### src/rtl/cpu_types_pkg.sv
// cpu_types_pkg: shared word type, fetch FSM states and reset PC for the pipelined core
package cpu_types_pkg;
    localparam int WORD_W = 32;
    typedef logic [WORD_W-1:0] word_t;
    localparam word_t PC_RESET = 32'h00000000;
    typedef enum logic {FETCH, HALTED} fetch_state_t;
endpackage

### src/rtl/fetch_stage_if_id_reg.sv
// if_id_reg: IF/ID pipeline latch; clr inserts a NOP bubble and wins over en
module if_id_reg
    import cpu_types_pkg::*;
#(
    parameter word_t NOP_INSTR = 32'h00000000
) (
    input  logic  CLK,
    input  logic  nRST,
    input  logic  en,
    input  logic  clr,
    input  word_t instr_in,
    input  word_t pc_in,
    input  word_t npc_in,
    input  logic  valid_in,
    output word_t instr,
    output word_t pc,
    output word_t npc,
    output logic  valid
);
    always_ff @(posedge CLK or negedge nRST) begin
        if (!nRST) begin
            instr <= NOP_INSTR;
            pc    <= '0;
            npc   <= '0;
            valid <= 1'b0;
        end else if (clr) begin
            instr <= NOP_INSTR;
            pc    <= '0;
            npc   <= '0;
            valid <= 1'b0;
        end else if (en) begin
            instr <= instr_in;
            pc    <= pc_in;
            npc   <= npc_in;
            valid <= valid_in;
        end
    end
endmodule

### src/rtl/fetch_stage.sv
// fetch_stage: PC, buffered redirect and fetch/halt FSM feeding the IF/ID latch
module fetch_stage
    import cpu_types_pkg::*;
#(
    parameter word_t PC_INIT   = PC_RESET,
    parameter word_t NOP_INSTR = 32'h00000000
) (
    input  logic  CLK,
    input  logic  nRST,
    input  logic  ihit,
    input  word_t imemload,
    output logic  imemREN,
    output word_t imemaddr,
    input  logic  stall,
    input  logic  flush,
    input  logic  redirect,
    input  word_t redirect_pc,
    input  logic  halt,
    output word_t instr,
    output word_t pc_out,
    output word_t npc_out,
    output logic  valid_out,
    output logic  halted
);
    fetch_state_t state, next_state;
    word_t pc, pc_next, redir_pc, redir_pc_next;
    logic redir_pending, redir_pending_next;
    logic ld, clr;

    always_ff @(posedge CLK or negedge nRST) begin
        if (!nRST) begin
            state         <= FETCH;
            pc            <= PC_INIT;
            redir_pending <= 1'b0;
            redir_pc      <= '0;
        end else begin
            state         <= next_state;
            pc            <= pc_next;
            redir_pending <= redir_pending_next;
            redir_pc      <= redir_pc_next;
        end
    end

    always_comb begin
        next_state         = state;
        pc_next            = pc;
        redir_pending_next = redir_pending;
        redir_pc_next      = redir_pc;
        imemREN            = 1'b0;
        halted             = 1'b0;
        ld                 = 1'b0;
        clr                = 1'b0;
        if (state == FETCH) begin
            imemREN = 1'b1;
            // a HALT on the wrong path (redirect/flush same cycle) is ignored
            if (halt && valid_out && !redirect && !flush) begin
                next_state = HALTED;
            end else begin
                if (ihit) begin
                    if (redirect) begin
                        pc_next            = redirect_pc;
                        redir_pending_next = 1'b0;
                    end else if (redir_pending) begin
                        pc_next            = redir_pc;
                        redir_pending_next = 1'b0;
                    end else if (!stall) begin
                        pc_next = pc + 32'd4;
                    end
                end else if (redirect) begin
                    // request is outstanding: keep imemaddr stable, apply on ihit
                    redir_pending_next = 1'b1;
                    redir_pc_next      = redirect_pc;
                end
                ld  = ihit && !redir_pending && !redirect && !flush && !stall;
                clr = redirect || flush || (!stall && !ld);
            end
        end else begin
            halted = 1'b1;
        end
    end

    assign imemaddr = pc;

    if_id_reg #(.NOP_INSTR(NOP_INSTR)) u_if_id (
        .CLK      (CLK),
        .nRST     (nRST),
        .en       (ld),
        .clr      (clr),
        .instr_in (imemload),
        .pc_in    (pc),
        .npc_in   (pc + 32'd4),
        .valid_in (1'b1),
        .instr    (instr),
        .pc       (pc_out),
        .npc      (npc_out),
        .valid    (valid_out)
    );
endmodule
### config.mk
export PLATFORM = sky130hd
export DESIGN_NAME = fetch_stage
export DESIGN_NICKNAME = d
export VERILOG_FILES = /design/src/rtl/cpu_types_pkg.sv /design/src/rtl/fetch_stage_if_id_reg.sv /design/src/rtl/fetch_stage.sv
export SDC_FILE = /design/constraint.sdc
export NUM_CORES = 1
export LEC_CHECK = 0
export CORE_AREA = 10 10 106 179
export DETAILED_ROUTE_END_ITERATION = 8
export DIE_AREA = 0 0 116 189
export PLACE_DENSITY = 0.86
export SETUP_SLACK_MARGIN = 0.02
export SYNTH_ARGS = -nofsm -noshare
export SYNTH_HDL_FRONTEND = slang
export SYNTH_HIERARCHICAL = 1
export SYNTH_SLANG_ARGS = --single-unit
### constraint.sdc
create_clock -name CLK -period 3.6 [get_ports CLK]
set_input_delay 0.72 -clock CLK [delete_from_list [all_inputs] [get_ports CLK]]
set_output_delay 0.72 -clock CLK [all_outputs]
set_load 0.005 [all_outputs]
# --- Yosys cells after proc, flatten, opt, wreduce, memory -nomap -nowiden ---
# Cells that the tools add are included.
classes:
  n_eq_ne: 1
  n_reduce_logical: 20
  addsub: 1
  bitwise_logic: 3
  n_mux: 21
ops:
  columns: ["operator", "n"]
  rows:
  - ["$mux W32", 9]
  - ["$add A32 B3 Y32 const B", 1]
  - ["$mux W1", 12]
  - ["$logic_and A1 B1 Y1", 8]
  - ["$reduce_and A4 Y1", 2]
  - ["$logic_not A1 Y1", 5]
  - ["$reduce_bool A2 Y1", 2]
  - ["$ne A3 B1 Y1 const B", 1]
  - ["$not A1 Y1", 3]
  - ["$reduce_and A3 Y1", 1]
  - ["$logic_or A1 B1 Y1", 2]
totals:
  out_inout_bits: 131
  elab_cells: 54
  inputBits: 71
  register_bits: 163

# --- Depth between registers and ports, before layout ---
# Gate-level depths: netlist of run 1.
logic_depth:
  depth_word: 11
  mapped_depth: 9
  mapped_depth_nobuf: 8

# --- By module ---
# Netlist of run 1, hierarchy kept.
by_module_without_submodules:
  columns: ["module", "area_each_um2", "seq_area_each_um2", "n_inst", "cells_each"]
  rows:
  - ["fetch_stage", 3941.3, 1651.6, 1, 406]
  - ["if_id_reg", 3921.3, 2427.3, 1, 313]

# --- Worst setup path after synthesis of run 1 ---
# OpenSTA, ideal clock, no wires.
synth_path:
  path_kind: "input port to flip-flop"
  from: "input redirect"
  to: "register u_if_id.pc[27]"
  n_path_buf: 4
  t_arrival_ns: 2.090
  setup_ns: 0.132
  required_time_ns: 3.468
  path_stages: 9
  slack_ns: 1.378
  path_cell_list: "buf_2 -> nor2_1 -> nand2_1 -> nor4_1 -> buf_4 -> buf_8 -> buf_8 -> mux2i_1 -> nor2_1"
synth_via:
  elab_cells_between_ends: 16
  classes_between: "mux (5); reduce/logical (11)"
synth_lines:
  columns: ["item", "line", "text"]
  rows:
  - ["start, declared", "fetch_stage.sv:16", "input logic redirect,"]
  - ["$logic_not A1 Y1 (*)", "fetch_stage.sv:56, fetch_stage.sv:74", null]
  - ["$logic_and A1 B1 Y1 (3 in a row)", "fetch_stage.sv:74", "ld = ihit && !redir_pending && !redirect && !flush && !stall;"]
  - ["$mux W1 (*)", "fetch_stage.sv:56", "if (halt && valid_out && !redirect && !flush) begin"]
  - ["$mux W1 (*)", "fetch_stage.sv:53", "if (state == FETCH) begin"]
  - ["via ld", "fetch_stage.sv:28", "logic ld, clr;"]
  - ["$reduce_bool A2 Y1 (no source line) (*)", null, null]
  - ["end signal, assigned", "fetch_stage_if_id_reg.sv:33", "pc <= pc_in;"]
  - ["end, declared", "fetch_stage_if_id_reg.sv:16", "output word_t pc,"]
# The timed path passes the listed nets; every way through them passes the cells marked *.
# A chain may end at the register's enable or synchronous reset.

# --- Worst setup path in the final report of run 1 ---
layout_path:
  from: "register redir_pending"
  to: "register u_if_id.instr[7]"
layout_via:
  elab_cells_between_ends: 14
  classes_between: "mux (5); reduce/logical (9)"
layout_lines:
  columns: ["item", "line", "text"]
  rows:
  - ["start, declared", "fetch_stage.sv:27", "logic redir_pending, redir_pending_next;"]
  - ["start signal, assigned", "fetch_stage.sv:39", "redir_pending <= redir_pending_next;"]
  - ["$logic_not A1 Y1", "fetch_stage.sv:74", null]
  - ["$logic_and A1 B1 Y1 (4 in a row)", "fetch_stage.sv:74", null]
  - ["$mux W1", "fetch_stage.sv:56", null]
  - ["$mux W1", "fetch_stage.sv:53", null]
  - ["via ld", "fetch_stage.sv:28", null]
  - ["$reduce_bool A2 Y1 (no source line)", null, null]
  - ["end signal, assigned", "fetch_stage_if_id_reg.sv:32", "instr <= instr_in;"]
  - ["end, declared", "fetch_stage_if_id_reg.sv:15", "output word_t instr,"]
# The timed path passes the listed nets, and every way through them passes these cells.

==> results of run 1 <==
state kept, by name, indices dropped and copies added (netlist names):
signal and flops:
imemaddr 32, u_if_id/instr 32, u_if_id/pc 32, u_if_id/npc 32, u_if_id/valid 1, redir_pending 1
redir_pc 32, state 1
synthesized netlist by cell type, types with 2 or more instances:
cell type	number	area, sq um
o31a_1	3	26.3
mux2_2	30	338
o22ai_1	10	62.6
and2_1	5	31.3
nand4_1	7	43.8
buf_2	13	65.1
nand2_1	15	56.3
mux2i_1	102	1020
nor2_1	124	465
a22o_1	8	70.1
nand3_1	11	55.1
nor2b_1	5	31.3
o21ai_0	26	130
or2_2	3	18.8
nor4_4	2	42.5
a41oi_1	4	35.0
xnor2_1	11	96.3
a21oi_1	30	150
o22a_1	2	17.5
dfrtp_1	163	4080
and4_1	3	26.3
o21a_1	2	15.0
clkbuf_1	24	90.1
o211ai_1	4	30.0
buf_8	4	60.1
a222oi_1	2	20.0
buf_4	11	82.6
a22oi_1	13	97.6
o2bb2ai_1	5	43.8
xor2_1	17	149
and3_1	9	56.3
a31oi_1	11	68.8
nor3_1	6	30.0
nor4_1	3	18.8
inv_1	9	33.8
layout make-up:
type                            count  area (sq um)  share of cell area, %
Clock inverter                     13           128                   1.21
Multi-Input combinational cell    494          3470                   32.9
Inverter                            9          33.8                  0.320
Sequential cell                   163          4080                   38.6
Tap cell                          189           236                   2.24
Antenna cell                        2          5.00                 0.0474
Clock buffer                       19           443                   4.19
Timing Repair Buffer              218          2170                   20.5
kinds of logic (layout without fill, tap and decap cells):
kind of cell               after synthesis  count (layout)  synth area share, %
and+or+nand+nor                        203             203                 12.5
buffers and inverters                   62             259                 4.28
other                                    1               3               0.0477
xor gates and xnor gates                28              28                 3.12
DFF                                    163             163                 51.9
AOI/OAI and AO/OA                      129             129                 10.7
adders and majority gates                1               1                0.159
muxes                                  132             132                 17.3
critical path, delay by kind of cell (launching register included):
family / cells / cell delay, ns
and+or+nand+nor: 4 / 0.99
buffers and inverters: 1 / 0.51
DFF: 1 / 0.66
muxes: 1 / 0.29
how the worst min path moves through the flow:
stage                                   to          from  cells past startpoint
after floorplan                imemaddr[0]          nRST                      0
final                        u_if_id/pc[4]          nRST                      1
after global placement        redir_pc[13]  redir_pc[13]                      1
after global routing      u_if_id/instr[2]          nRST                      1
after CTS                 u_if_id/instr[5]          nRST                      1
after detailed placement      redir_pc[28]  redir_pc[28]                      1
metal layers:
layer / vias to the layer above / part of all wire (%)
met1: 3092 / 38
met3: 37 / 7.1
met5: - / 0
met2: 259 / 52
li1: 2926 / -
met4: 0 / 2.7
layout by cell type (no fill, tap or decap), types with 10 or more instances in the layout:
| cell | instances |
|---|---|
| mux2_2 | 30 |
| nand2_1 | 15 |
| clkbuf_16 | 17 |
| o21ai_0 | 26 |
| xnor2_1 | 11 |
| o22ai_1 | 10 |
| a31oi_1 | 11 |
| dfrtp_1 | 163 |
| nor2_1 | 124 |
| nand3_1 | 11 |
| a22oi_1 | 13 |
| buf_4 | 15 |
| a21oi_1 | 29 |
| mux2i_1 | 102 |
| clkdlybuf4s50_1 | 200 |
| xor2_1 | 17 |
stage by stage:
step | power (uW) | setup slack, ns | util [%] | cell area [sq um] | instances
detailed placement | 2200 | 0.448 | 62.9 | 9990 | 1073
global route | 4070 | 0.674 | 66.5 | 10600 | 1107
global placement | 2200 | 0.538 | 62.9 | 9990 | 1073
floorplan | 2010 | 1.38 | - | 7860 | 719
finish | 3920 | 0.833 | 66.5 | 10600 | 1107
CTS | 3960 | 0.883 | 66.5 | 10600 | 1105
power groups by stage:
| stage | sequential, uW | clock, uW | combinational, uW |
|---|---|---|---|
| after floorplan | 1920 | 0 | 89.5 |
| after global placement | 1930 | 0 | 262 |
| after detailed placement | 1940 | 0 | 268 |
| after CTS | 1900 | 1790 | 269 |
| after global routing | 1910 | 1880 | 291 |
| final | 1900 | 1750 | 266 |
==> results.txt, run 1 <==
----------------------------------------------------
[Outcome]
  Status ... finished, final reports clean

[Setup path]
  Worst path arrival time ... about 3.0 ns
  Required time reported for the critical path endpoint ... between 3 and 4 ns
  Critical path, cell by cell ... nor2_1 -> nand2_1 -> nor4_2 -> buf_12 -> mux2i_1 -> nor2_1
  Reg-to-Reg End ... u_if_id/instr[7]
  Most prevalent standard cell on the critical path ... nor2_1
  Reg2Reg Depth ... 6
  Worst setup path start ... redir_pending
  Stage delay of the slowest cell on the critical path ... 0.66 ns
  CP endpoint kind ... flop
  Startpoint type of the worst setup path ... flop
  Startpoint of the worst register-to-register path ... redir_pending
  Library cell contributing the largest single delay on the critical path ... dfrtp_1
  Maximum fanout along the worst path ... 97
  Termination of the worst setup path ... u_if_id/instr[7]
  Setup slack, reg-to-reg ... 0.83 ns
  Startpoint-to-endpoint class of the critical path ... flop to flop

[Finish]
  Net count reported at finish ... 975
  Area growth, synth to finish ... 34.3%
  Proportion of layout cells with a drive suffix above 1 ... 10.0%
  Fillcell total ... 1246

[Global routing]
  Overflow left after global routing ... 0
  Global-route usage over all layers ... 21.0%
  Global-route wire length before repair ... between 30 and 40 mm
  Antenna violations before repair ... 2
  Most used routing layer in global routing ... met2
  Met2 capacity usage during global routing ... 36.1%
  Number of global-route vias before repair ... 6622
  Largest net degree at the start of global routing ... 98
  Met1 track demand over resource in global routing ... 23.8%
  Met3 Use GR ... under 10%

[Timing]
  Period utilization ... 76.9%
  Number of endpoints failing setup at the final stage ... 0
  Final worst path period need ... 2.77 ns
  Final slew viol count ... 0
  Unrepaired setup endpoints after global routing ... false
  Transition time at the pin with the least slew margin ... just under 0.9 ns
  Fmax ... 0.361 GHz
  Sum Neg Setup Slack ... 0 ns
  Final hold viol count ... 0
  Hold WS ... between 0.3 and 0.4 ns
  Relative slew margins ... 41.3%
  Fin Clk Skew ... roughly 0.011 ns

[Power and ir drop]
  Pwr dens ... 371 nW/um^2
  Flop pwr share ... between 40% and 50%
  Switching fraction of total power ... 23.8%
  Sw Pwr ... 933 uW
  Total leakage power ... 0.00458 uW
  Cell internal pwr ... between 2000 and 3000 uW
  Highest ir drop seen on vdd ... 0.322 mV
  Clock network fraction of total power ... 44.7%
  Portion of total power attributed to combinational logic ... 6.8%

[Placement]
  Port-buffer cells ... approximately 200
  Detailed placer's ending HPWL ... 16.6 mm
  Routability cong. ... 0.870

[Clocking]
  Depth of the CTS H-tree ... 4
  Number of buffers between clock root and the deepest sink ... 2
  Insertion delay to the later sink of the worst-skew pair ... 0.43 ns
  Clock tree sinks ... approximately 160
  TritonCTS Buffers ... 17
  CTS root buf ... clkbuf_16
  Clock tree from TritonCTS ... built
  Number of buffers inserted by post-CTS setup repair ... 0
  Number of buffers added to fix hold violations after cts ... 0
  Quantity of gates resized following cts ... 0
  Clk slew on worst S/H paths ... 0.07 ns

[Hold path]
  Min-delay worst type ... input pin to asynchronous set/reset pin

[Die]
  Die Area ... 21900 sq um
  Effective utilization at floorplan ... 49.5%
  I/O pin count ... just over 200
  Die span in y ... 189 um
  CORE AREA ... 15900 sq um
  Die X-Extent ... 116 um
  Number of rows in the core area ... 61

[Logic synthesis]
  Post-Synthesis Cells ... 719
  Synth async-reset ratio ... 100%
  Dominant synthesized flop cell ... dfrtp_1
  Number of library cell types mapped by synthesis ... between 50 and 60
  Net Count, Synth ... 791
  Sequential element share of the synthesized area ... 51.9%
  Avg Cell Area, Syn ... ~11 sq um
  Count of flip-flops with a built-in enable after synthesis ... 0
  Post-synthesis instance area ... 7860 sq um
  Synthesis-stage register bit count ... approximately 160
  Ys Warns ... 6

[Routing]
  Total wirelength of the detailed-routed design ... ~23 mm
  Wire length per cell after detailed routing ... 20.8 um
  Detailed-route via count ... 6314
  Number of remaining DRC errors ... 0
  Number of iterations in the first detailed-routing pass ... 5
  Via/cell ratio ... approximately 5.7
  Number of design-rule violations left by the first detailed-router iteration ... between 400 and 500
  Post-route ant nets ... 0

[Flow run]
  Number of violations of the max-capacitance limit ... 0

----------------------------------------------------
Power figures use the tool's default switching activity.
==> inputs of run 2 (changes only) <==
--- a/config.mk
+++ b/config.mk
@@ -5,10 +5,10 @@
 export SDC_FILE = /design/constraint.sdc
 export NUM_CORES = 1
 export LEC_CHECK = 0
-export CORE_AREA = 10 10 106 179
+export CORE_AREA = 10 10 107 181
 export DETAILED_ROUTE_END_ITERATION = 8
-export DIE_AREA = 0 0 116 189
-export PLACE_DENSITY = 0.86
+export DIE_AREA = 0 0 117 191
+export PLACE_DENSITY = 0.84
 export SETUP_SLACK_MARGIN = 0.02
 export SYNTH_ARGS = -nofsm -noshare
 export SYNTH_HDL_FRONTEND = slang
==> constraint.sdc (replaced) <==
create_clock -name CLK -period 2.6 [get_ports CLK]
set_input_delay 0.52 -clock CLK [delete_from_list [all_inputs] [get_ports CLK]]
set_output_delay 0.52 -clock CLK [all_outputs]
set_load 0.005 [all_outputs]
==> run 2 against run 1 <==
Register-to-register slack worse by 0.43 ns. Worst hold slack worse by 0.27 ns. Largest power group unchanged. Cell area is 3.6% higher. Die area is 1.9% higher. Wire length is 4.5% higher. Non-clock buffer count is 33 higher. Clock skew is 0.00083 ns higher. Critical path depth is 1 higher. Cell count is 3.2% higher. Sequential power is 38% higher. Flip-flop and latch count stayed put.
==> results.txt, run 2 (synthesis gave the netlist of run 1 again) <==
----------------------------------------------------
[Outcome]
  Status ... finished, final reports clean

[Clocking]
  Number of buffers inserted by post-CTS setup repair ... 0
  TritonCTS Buffers ... 17
  Clk slew on worst S/H paths ... 0.07 ns
  Depth of the CTS H-tree ... 4
  Quantity of gates resized following cts ... 0
  Clock tree sinks ... 163
  CTS root buf ... clkbuf_16
  Number of buffers between clock root and the deepest sink ... 2
  Number of buffers added to fix hold violations after cts ... 0
  Insertion delay to the later sink of the worst-skew pair ... ~0.43 ns
  Clock tree from TritonCTS ... built

[Finish]
  Multi-input gate area ... around 3500 sq um
  Net count reported at finish ... 1008
  Area growth, synth to finish ... 39.1%
  Final cell count without fillers ... 1142
  Storage element area ... 4080 sq um
  Commonest cells after routing, fill and taps aside ... 200 x clkdlybuf4s50_1, 163 x dfrtp_1, 124 x nor2_1
  Proportion of layout cells with a drive suffix above 1 ... around an eighth
  Fillcell total ... 1212
  Most common cell after layout, fill and taps aside ... clkdlybuf4s50_1

[Timing]
  Fin Clk Skew ... ~0.012 ns
  Sum Neg Setup Slack ... 0 ns
  Final hold viol count ... 0
  Transition time at the pin with the least slew margin ... 0.625 ns
  Period utilization ... 84.5%
  Final worst path period need ... 2.20 ns
  Relative slew margins ... 58.3%
  Fmax ... 0.455 GHz
  Unrepaired setup endpoints after global routing ... false
  Final slew viol count ... 0
  Number of endpoints failing setup at the final stage ... 0

[Placement]
  Instance count after placement with tap cells included ... about 1100
  Port-buffer cells ... about 200
  Detailed placer's ending HPWL ... 17.6 mm
  Routability cong. ... 0.919

[Setup path]
  Required time reported for the critical path endpoint ... 2.96 ns
  Startpoint of the worst register-to-register path ... imemaddr[7]
  Most prevalent standard cell on the critical path ... nor2_1
  Reg2Reg Depth ... 7
  Startpoint-to-endpoint class of the critical path ... flop to flop
  Library cell contributing the largest single delay on the critical path ... dfrtp_1
  Stage delay of the slowest cell on the critical path ... 0.57 ns
  Setup slack, reg-to-reg ... 0.40 ns
  Reg-to-Reg End ... u_if_id/npc[28]
  CP endpoint kind ... flop
  Critical path buffer and inverter count ... 0
  Worst path arrival time ... between 2 and 3 ns
  Startpoint type of the worst setup path ... flop
  Kind of cell with the highest combined delay on the critical path ... simple AND/OR/NAND/NOR gates
  Critical path, cell by cell ... nand4_4 -> or2_2 -> nor2_1 -> nand3_1 -> xnor2_1 -> mux2i_1 -> nor2_1
  Maximum fanout along the worst path ... 8

[Global routing]
  Global-route wire length before repair ... about 38 mm
  Overflow left after global routing ... 0
  Global-route usage over all layers ... between 20% and 30%
  Number of global-route vias before repair ... between 6000 and 7000
  Antenna violations before repair ... 1
  Largest net degree at the start of global routing ... 64

[Die]
  Effective utilization at floorplan ... 48.3%
  I/O pin count ... 202
  Number of rows in the core area ... 62
  Die span in y ... 191 um
  Die Area ... 22300 sq um
  CORE AREA ... 16300 sq um
  Die X-Extent ... 117 um

[Routing]
  Wire length per cell after detailed routing ... ~21 um
  Detailed-route via count ... 6517
  Via/cell ratio ... roughly 5.7
  Number of design-rule violations left by the first detailed-router iteration ... 462
  Number of remaining DRC errors ... 0
  Total wirelength of the detailed-routed design ... roughly 24 mm
  Number of iterations in the first detailed-routing pass ... 5
  Post-route ant nets ... 0

[Power and ir drop]
  Highest ir drop seen on vdd ... approximately 0.48 mV
  Pwr dens ... 515 nW/um^2
  Total leakage power ... 0.00478 uW

[Hold path]
  Min-delay worst type ... input pin to asynchronous set/reset pin

[Flow run]
  Number of violations of the max-capacitance limit ... 0

----------------------------------------------------
run 2: worst register-to-register path, stage by stage, from the launching register on:
cell and delay (ns):
dfrtp_1 0.57, nand4_4 0.23, or2_2 0.40, nor2_1 0.29, nand3_1 0.14, xnor2_1 0.27
mux2i_1 0.12, nor2_1 0.10
run 2: routing by layer:
layer / vias up / wire length (um) / share of wire [%] / global-route usage [%]
li1: 2981 / - / - / -
met1: 3197 / 8480 / 35 / 23.5
met2: 288 / 12700 / 53 / 37.9
met3: 51 / 1950 / 8.1 / 6.28
met4: 0 / 832 / 3.5 / 10.7
met5: - / 0 / 0 / 0
run 2: cell type report:
class                      instances  share of cell area [%]
inverter                           9                   0.309
timing repair buffer             251                    22.9
clock buffer                      21                    4.21
sequential                       163                    37.3
multi-input combinational        494                    31.7
clock inverter                    11                    1.40
tap                              192                    2.20
antenna                            1                  0.0229
run 2: power by group:
group | leakage (uW) | switching, uW | total (uW) | internal (uW)
Clock | 0.000278 | 1030 | 2600 | 1570
Sequential | 0.00221 | 43.7 | 2620 | 2580
Combinational | 0.00230 | 190 | 411 | 220
Total | 0.00478 | 1270 | 5630 | 4360
run 2: worst max-delay path by stage:
stage | from | to | slack, ns | depth (start not counted)
2_1_floorplan | redirect | u_if_id/pc[27] | 0.58 | 9
3_3_place_gp | redirect | u_if_id/pc[10] | 0.14 | 7
3_5_place_dp | redirect | u_if_id/pc[12] | 0.04 | 8
4_1_cts | imemaddr[7] | u_if_id/npc[28] | 0.39 | 7
5_1_grt | imemaddr[7] | u_if_id/npc[28] | 0.20 | 7
6_report | imemaddr[7] | u_if_id/npc[28] | 0.40 | 7
run 2: through the flow:
step                      hold slack (ns)  util [%]  power [uW]  area (sq um)  setup slack (ns)
after global routing                0.117      67.2        5820         10900             0.198
after detailed placement            0.496      63.4        3080         10300            0.0391
after CTS                           0.104      67.1        5690         10900             0.391
after floorplan                     0.224         -        2790          7860             0.578
after global placement              0.489      63.4        3070         10300             0.144
final                              0.0838      67.2        5630         10900             0.404
